===== src/rtl/reg_renamer.sv =====
// Register renamer: speculative and committed RATs over a circular free list of physical registers.
// Flush restores the speculative map and the allocation pointer from the committed state.
module reg_renamer #(
    parameter int unsigned ARCH_REGS = 32,
    parameter int unsigned PHYS_REGS = 64,
    parameter int unsigned RET_W     = 2,
    localparam int unsigned AW = $clog2(ARCH_REGS),
    localparam int unsigned PW = $clog2(PHYS_REGS),
    localparam int unsigned FL = PHYS_REGS - ARCH_REGS,
    localparam int unsigned CW = $clog2(FL) + 1
) (
    input  logic                clk,
    input  logic                rstn,
    input  logic                disp_valid,
    output logic                disp_ready,
    input  logic [AW-1:0]       sr1,
    input  logic [AW-1:0]       sr2,
    input  logic [AW-1:0]       dr,
    input  logic                dr_wr,
    output logic [PW-1:0]       sr1_p,
    output logic [PW-1:0]       sr2_p,
    output logic [PW-1:0]       dr_p,
    output logic [PW-1:0]       old_dr_p,
    output logic                old_vld,
    input  logic [RET_W-1:0]    ret_valid,
    input  logic [RET_W-1:0]    ret_alloc,
    input  logic [RET_W*AW-1:0] ret_areg,
    input  logic [RET_W*PW-1:0] ret_preg,
    input  logic [RET_W*PW-1:0] ret_old,
    input  logic                flush,
    output logic [CW-1:0]       free_cnt
);

    localparam int unsigned IW = CW - 1;

    logic [PW-1:0] spec_rat_q  [ARCH_REGS];
    logic [PW-1:0] arch_rat_q  [ARCH_REGS];
    logic [PW-1:0] arch_rat_d  [ARCH_REGS];
    logic [PW-1:0] free_list_q [FL];
    logic [PW-1:0] free_list_d [FL];
    logic [CW-1:0] head_q, tail_q, tail_d, commit_q, commit_d;
    logic          alloc, fire;

    assign alloc      = disp_valid & dr_wr & (dr != '0);
    assign free_cnt   = tail_q - head_q;
    assign disp_ready = rstn & ~flush & (~alloc | (free_cnt != '0));
    assign fire       = disp_valid & disp_ready & alloc;

    always_comb begin
        sr1_p    = spec_rat_q[sr1];
        sr2_p    = spec_rat_q[sr2];
        dr_p     = '0;
        old_dr_p = '0;
        old_vld  = 1'b0;
        if (alloc) begin
            dr_p     = free_list_q[head_q[IW-1:0]];
            old_dr_p = spec_rat_q[dr];
            old_vld  = 1'b1;
        end
    end

    // Retire ports in ascending order so a younger port overrides an older one on the same areg.
    always_comb begin
        arch_rat_d  = arch_rat_q;
        free_list_d = free_list_q;
        tail_d      = tail_q;
        commit_d    = commit_q;
        for (int k = 0; k < int'(RET_W); k++) begin
            if (ret_valid[k] && ret_alloc[k]) begin
                if (ret_areg[k*AW +: AW] != '0) begin
                    arch_rat_d[ret_areg[k*AW +: AW]] = ret_preg[k*PW +: PW];
                end
                commit_d = commit_d + 1'b1;
                if (ret_old[k*PW +: PW] != '0) begin
                    free_list_d[tail_d[IW-1:0]] = ret_old[k*PW +: PW];
                    tail_d = tail_d + 1'b1;
                end
            end
        end
    end

    always_ff @(posedge clk) begin
        if (!rstn) begin
            for (int i = 0; i < int'(ARCH_REGS); i++) begin
                spec_rat_q[i] <= PW'(i);
                arch_rat_q[i] <= PW'(i);
            end
            for (int j = 0; j < int'(FL); j++) begin
                free_list_q[j] <= PW'(ARCH_REGS + j);
            end
            head_q   <= '0;
            commit_q <= '0;
            tail_q   <= CW'(FL);
        end else begin
            arch_rat_q  <= arch_rat_d;
            free_list_q <= free_list_d;
            tail_q      <= tail_d;
            commit_q    <= commit_d;
            if (flush) begin
                spec_rat_q <= arch_rat_d;
                head_q     <= commit_d;
            end else if (fire) begin
                spec_rat_q[dr] <= dr_p;
                head_q         <= head_q + 1'b1;
            end
        end
    end

endmodule


===== config.mk =====
export PLATFORM = sky130hd
export DESIGN_NAME = reg_renamer
export DESIGN_NICKNAME = d
export VERILOG_FILES = /design/src/rtl/reg_renamer.sv
export SDC_FILE = /design/constraint.sdc
export NUM_CORES = 2
export LEC_CHECK = 0
export BUFFER_PORTS_ARGS = -buffer_cell sky130_fd_sc_hd__clkbuf_2
export CAP_MARGIN = 15
export CORE_UTILIZATION = 45
export CTS_CLUSTER_DIAMETER = 100
export DETAILED_ROUTE_END_ITERATION = 16
export PLACE_DENSITY = 0.75
export SLEW_MARGIN = 20
export SYNTH_ARGS = -nofsm -noshare
export SYNTH_HDL_FRONTEND = slang
export SYNTH_SLANG_ARGS = --single-unit

===== constraint.sdc =====
create_clock -name clk -period 3.5 [get_ports clk]
set_clock_uncertainty 0.15 [all_clocks]
set_input_delay 0.7 -clock clk [delete_from_list [all_inputs] [get_ports clk]]
set_output_delay 0.7 -clock clk [all_outputs]
set_load 0.1 [all_outputs]

# Yosys cells after proc, flatten, opt, wreduce, memory -nomap -nowiden
# Cells that the tools add are included.
# Widths: inputs -> output; s select.
[word_totals]
ff_bits = 594
out_inout_bits = 32
wordCells = 197
in_bits = 58
[op_classes]
n_mux = 48
bitwise_logic = 17
addsub = 6
order_cmp = 13
n_reduce_logical = 14
[ops]
columns = ["cell", "n"]
rows = [
  ["$mux 192", 10],
  ["$bwmux 192", 5],
  ["$demux 6 s5", 5],
  ["$mux 6", 23],
  ["$bmux 6 s5", 4],
  ["$ge 6x6->1 const B", 8],
  ["$not 5->6", 8],
  ["$add 6x1->6 const B", 5],
  ["$lt 6x1->1 const B", 5],
  ["$reduce_bool 6->1", 3],
  ["$reduce_bool 5->1", 3],
  ["$logic_and 1x1->1", 7],
  ["$and 1x1->1", 6],
  ["$sub 6x6->6", 1],
  ["$not 1->1", 2],
  ["$reduce_bool 2->1", 1],
  ["$mux 1", 1],
  ["$or 1x1->1", 1],
]

# Longest topological paths before layout
[logic_depth]
word_depth = 12
depth_mapped = 16
ltp_nobuf = 11

# Least setup slack after synthesis
# Ideal clock, no wire load.
[synth_timing]
path_kind = "register to output"
startpoint = "reg head_q[1]"
endpoint = "out disp_ready"
path_slack_ps = -2484
path_stages_with_launch = 14
n_path_buf = 5
t_arrival_ps = 5134
required_ps = 2650
cell_sequence = "dfxtp_1 > buf_2 > buf_6 > buf_2 > buf_2 > inv_1 > ha_1 > nand3b_1 > nand2_1 > xor2_1 > nor4b_4 > and2_0 > clkbuf_1 > nor2_1"
[synth_via]
elab_chain_len = 4
[synth_lines]
columns = ["item", "line", "source"]
rows = [
  ["start: declaration", "41", "logic [CW-1:0] head_q, tail_q, tail_d, commit_q, commit_d;"],
  ["start signal: assignment", "101", "head_q <= commit_d;"],
  ["start signal: assignment", "104", "head_q <= head_q + 1'b1;"],
  ["$sub 6x6->6", "45", "assign free_cnt = tail_q - head_q;"],
  ["net free_cnt[3]", "31", "output logic [CW-1:0] free_cnt"],
  ["$reduce_bool 6->1", "46", "assign disp_ready = rstn & ~flush & (~alloc | (free_cnt != '0));"],
  ["$or 1x1->1", "46", ""],
  ["$and 1x1->1", "46", ""],
  ["end: declaration", "15", "output logic disp_ready,"],
]
# The timed path passes the listed nets, and every way through them passes these cells.

# Worst setup path in the final report
[layout_timing]
startpoint = "reg tail_q[0]"
endpoint = "out disp_ready"
[layout_via]
elab_chain_len = 4
[layout_lines]
columns = ["item", "line", "source"]
rows = [
  ["start: declaration", "41", ""],
  ["start signal: assignment", "93", "tail_q <= CW'(FL);"],
  ["start signal: assignment", "97", "tail_q <= tail_d;"],
  ["$sub 6x6->6", "45", ""],
  ["$reduce_bool 6->1", "46", ""],
  ["$or 1x1->1", "46", ""],
  ["$and 1x1->1", "46", ""],
]
# No other way between the ends.

==> flow_metrics.env <==
export IMPL_tightest_slew_ns=1.095
export IMPL_netlist_area_mm2=0.03457
export IMPL_synth_top_area_cell="dfxtp_1"
export IMPL_grt_pass1_wl_mm=208.3
export IMPL_cts_root_buf="clkbuf_16"
export IMPL_drtIter0Drc=5345
export IMPL_slew_headroom_pct=27.00
export IMPL_setup_tns_ns=-2.111
export IMPL_grt_overflow=0
export IMPL_worstPathRequired_ns=2.65
export IMPL_postRouteAntennaNets=0
export IMPL_drt_pass1_iterations=9
export IMPL_hold_buffers=0
export IMPL_grt_usage_pct=35.62
export IMPL_setup_worst_path_class="reg2out"
export IMPL_initial_core_util_pct=45.52
export IMPL_ys_flop_type="dfxtp_1"
export IMPL_peakVddDrop_mv=0.5007
export IMPL_drc=0
export IMPL_fin_nets=4021
export IMPL_ys_types=78
export IMPL_io_buffers=89
export IMPL_period_minus_slack_ns=3.889
export IMPL_cp_max_fo=5
export IMPL_rows=101
export IMPL_die_area_mm2=0.07794
export IMPL_hp_class="in2reg"
export IMPL_synthTopCellsByArea="dfxtp_1 34%, mux4_2 14%, mux2i_1 7.4%, nand2_1 5.8%, o21ai_0 3.6%"
export IMPL_rsz0062_at_grt="true"
export IMPL_fp_dieW_um=279.2
export IMPL_fin_area_mm2=0.04135
export IMPL_synthArstFlopShare_pct=0
export IMPL_antenna_found_initial=9
export IMPL_cp_arrival_ns=3.04
export IMPL_yosysTopAreaCellShare_pct=34.40
export IMPL_finalSetupViolations=9
export IMPL_place_area_mm2=0.03812
export IMPL_fin_ws_ns=-0.3894
export IMPL_clk_latency_ns=0.67
export IMPL_synth_fp_nets=3901
export IMPL_synth_edf_count=0
export IMPL_seq_area_frac_synth_pct=34.40
export IMPL_clock_path_buffers=3
export IMPL_syn_avg_cell_area_um2=9.036
export IMPL_yosys_warnings=0
export IMPL_mostFrequentLayoutCells="586 x dfxtp_1, 537 x nand2_1, 292 x buf_4"
export IMPL_status="complete, but fails checks"
export IMPL_wire_per_inst_um=28.24
export IMPL_drive_above_1_share_pct=24.47
export IMPL_drv_slew=0
export IMPL_syn2layout_area_growth_pct=19.59
export IMPL_dpl_hpwl_mm=100.2
export IMPL_place_ws_ns=-0.1904
export IMPL_ys_seq_elements=594
export IMPL_fmax_ghz=0.2571
export IMPL_cts_tree="yes"
export IMPL_powerDensity_mw_per_mm2=444.5
export IMPL_cts_buffers=68
export IMPL_grt_max_degree=181
export IMPL_boundaryPins=90
export IMPL_gp_congestion=1.063
export IMPL_drv_cap=0
export IMPL_worstSetupStartpointType="register"
export IMPL_core_mm2=0.07595
export IMPL_cts_sinks=594
export IMPL_final_common_cell="dfxtp_1"
export IMPL_dr_total_vias=34000
export IMPL_final_hold_violation_count=0
export IMPL_post_route_util_pct=54.44
export IMPL_violations="negative setup slack"
export IMPL_clk_pin_slew_worst_paths_ns=0.06
export IMPL_leakagePower_nw=15.61
export IMPL_via_per_inst=6.751
export IMPL_fp_dieH_um=279.2
export IMPL_routed_wl_mm=142.2
export IMPL_first_global_vias=31580
export IMPL_syn_inst=3826
export IMPL_htree_num_levels=3
export IMPL_fin_crit_sh_pct=111.1
export IMPL_end_kind="output port"
[power by group]
part | internal [mW] | switching (mW) | leakage, nW
Combinational | 1.41 | 2.23 | 9.62
Sequential | 6.93 | 0.297 | 4.84
Clock | 4.33 | 3.18 | 1.15
Total | 12.7 | 5.71 | 15.6
[sequential cells by signal, summed over array words and instances, names as in the netlist]
name	count
free_list_q	192
commit_q	6
spec_rat_q	192
arch_rat_q	192
tail_q	6
head_q	6
[kinds of logic (layout without fill, tap and decap cells)]
| kind of cell | after synthesis | in the layout | synth area share (%) |
|---|---|---|---|
| AOI/OAI and AO/OA | 935 | 935 | 18.02 |
| adders and majority gates | 17 | 17 | 0.6370 |
| xor gates and xnor gates | 24 | 24 | 0.6297 |
| DFF | 594 | 594 | 34.40 |
| and+or+nand+nor | 1289 | 1289 | 17.08 |
| other | 0 | 6 | 0 |
| muxes | 568 | 568 | 24.65 |
| buffers and inverters | 399 | 573 | 4.589 |
[layer usage]
layer	track usage [%]	part of all wire, %	up-vias
li1	-	-	14460
met2	55.19	44	2613
met4	23.99	8.3	10
met5	0	0.047	-
met3	8.309	12	701
met1	44.11	36	16210
[synth_stat cells (8+ instances only)]
cell type / number
nand3b_1: 11
o311a_1: 23
xor2_1: 12
a221o_1: 63
xnor2_1: 11
a21oi_1: 226
nand3_1: 191
mux4_2: 217
a311oi_1: 77
nor2_1: 283
nor3_1: 22
nand4_1: 8
mux2i_1: 255
or2_2: 9
buf_4: 8
o22ai_1: 17
buf_2: 22
or3b_2: 8
dfxtp_1: 594
nor3b_1: 15
o21ai_1: 9
mux2_2: 96
o21ai_0: 252
inv_1: 20
a211oi_1: 12
and2_1: 133
buf_1: 40
a22oi_2: 8
nand2_1: 538
ha_1: 16
a22oi_1: 99
clkbuf_1: 302
and3_1: 31
o221a_2: 8
o31ai_1: 80
[worst paths after layout]
| kind | slack, ns | cells after the start | from | to |
|---|---|---|---|---|
| max reg2reg | 0.04 | 11 | tail_q[0]$_SDFF_PN0_ | spec_rat_q[121]$_SDFFE_PN1P_ |
| max | -0.39 | 11 | tail_q[0]$_SDFF_PN0_ | disp_ready |
| min reg2reg | 0.31 | 1 | arch_rat_q[189]$_SDFF_PN0_ | arch_rat_q[189]$_SDFF_PN0_ |
| min | 0.23 | 3 | rstn | spec_rat_q[92]$_SDFFE_PN0P_ |
[critical path, stage by stage (launching register included)]
cell,delay [ns]
dfxtp_4,0.35
inv_2,0.06
ha_4,0.17
fa_2,0.39
nand2b_4,0.17
a21oi_4,0.18
xor2_4,0.28
nor4b_4,0.09
buf_12,0.14
and2_4,0.14
nor2_4,0.18
buf_12,0.21
[stage by stage]
step | std cells | hold WS (ns) | total power [mW]
final | 5036 | 0.2267 | 18.38
after global routing | 5031 | 0.2342 | 18.72
after CTS | 5011 | 0.2220 | 18.12
after detailed placement | 4863 | 0.2979 | 10.54
after global placement | 4863 | 0.2922 | 10.53
after floorplan | 3826 | 0.2795 | 9.204
[area by class of cell]
cell class | count | area, um^2
fillers | 6468 | 34600
multi-input cells | 2833 | 21710
clock inverters | 25 | 356.6
diodes | 6 | 15.01
well taps | 1030 | 1289
repair buffers | 427 | 3973
flip-flops and latches | 594 | 11910
clock buffers | 99 | 1998
inverters | 22 | 95.09
[repair_timing]
action,in CTS,in global routing
gates resized for setup,55,37
gates cloned,1,2
setup buffers,24,17
pin swaps,18,7
endpoints found under the setup margin,138,47
(Power assumes the default switching activity.)
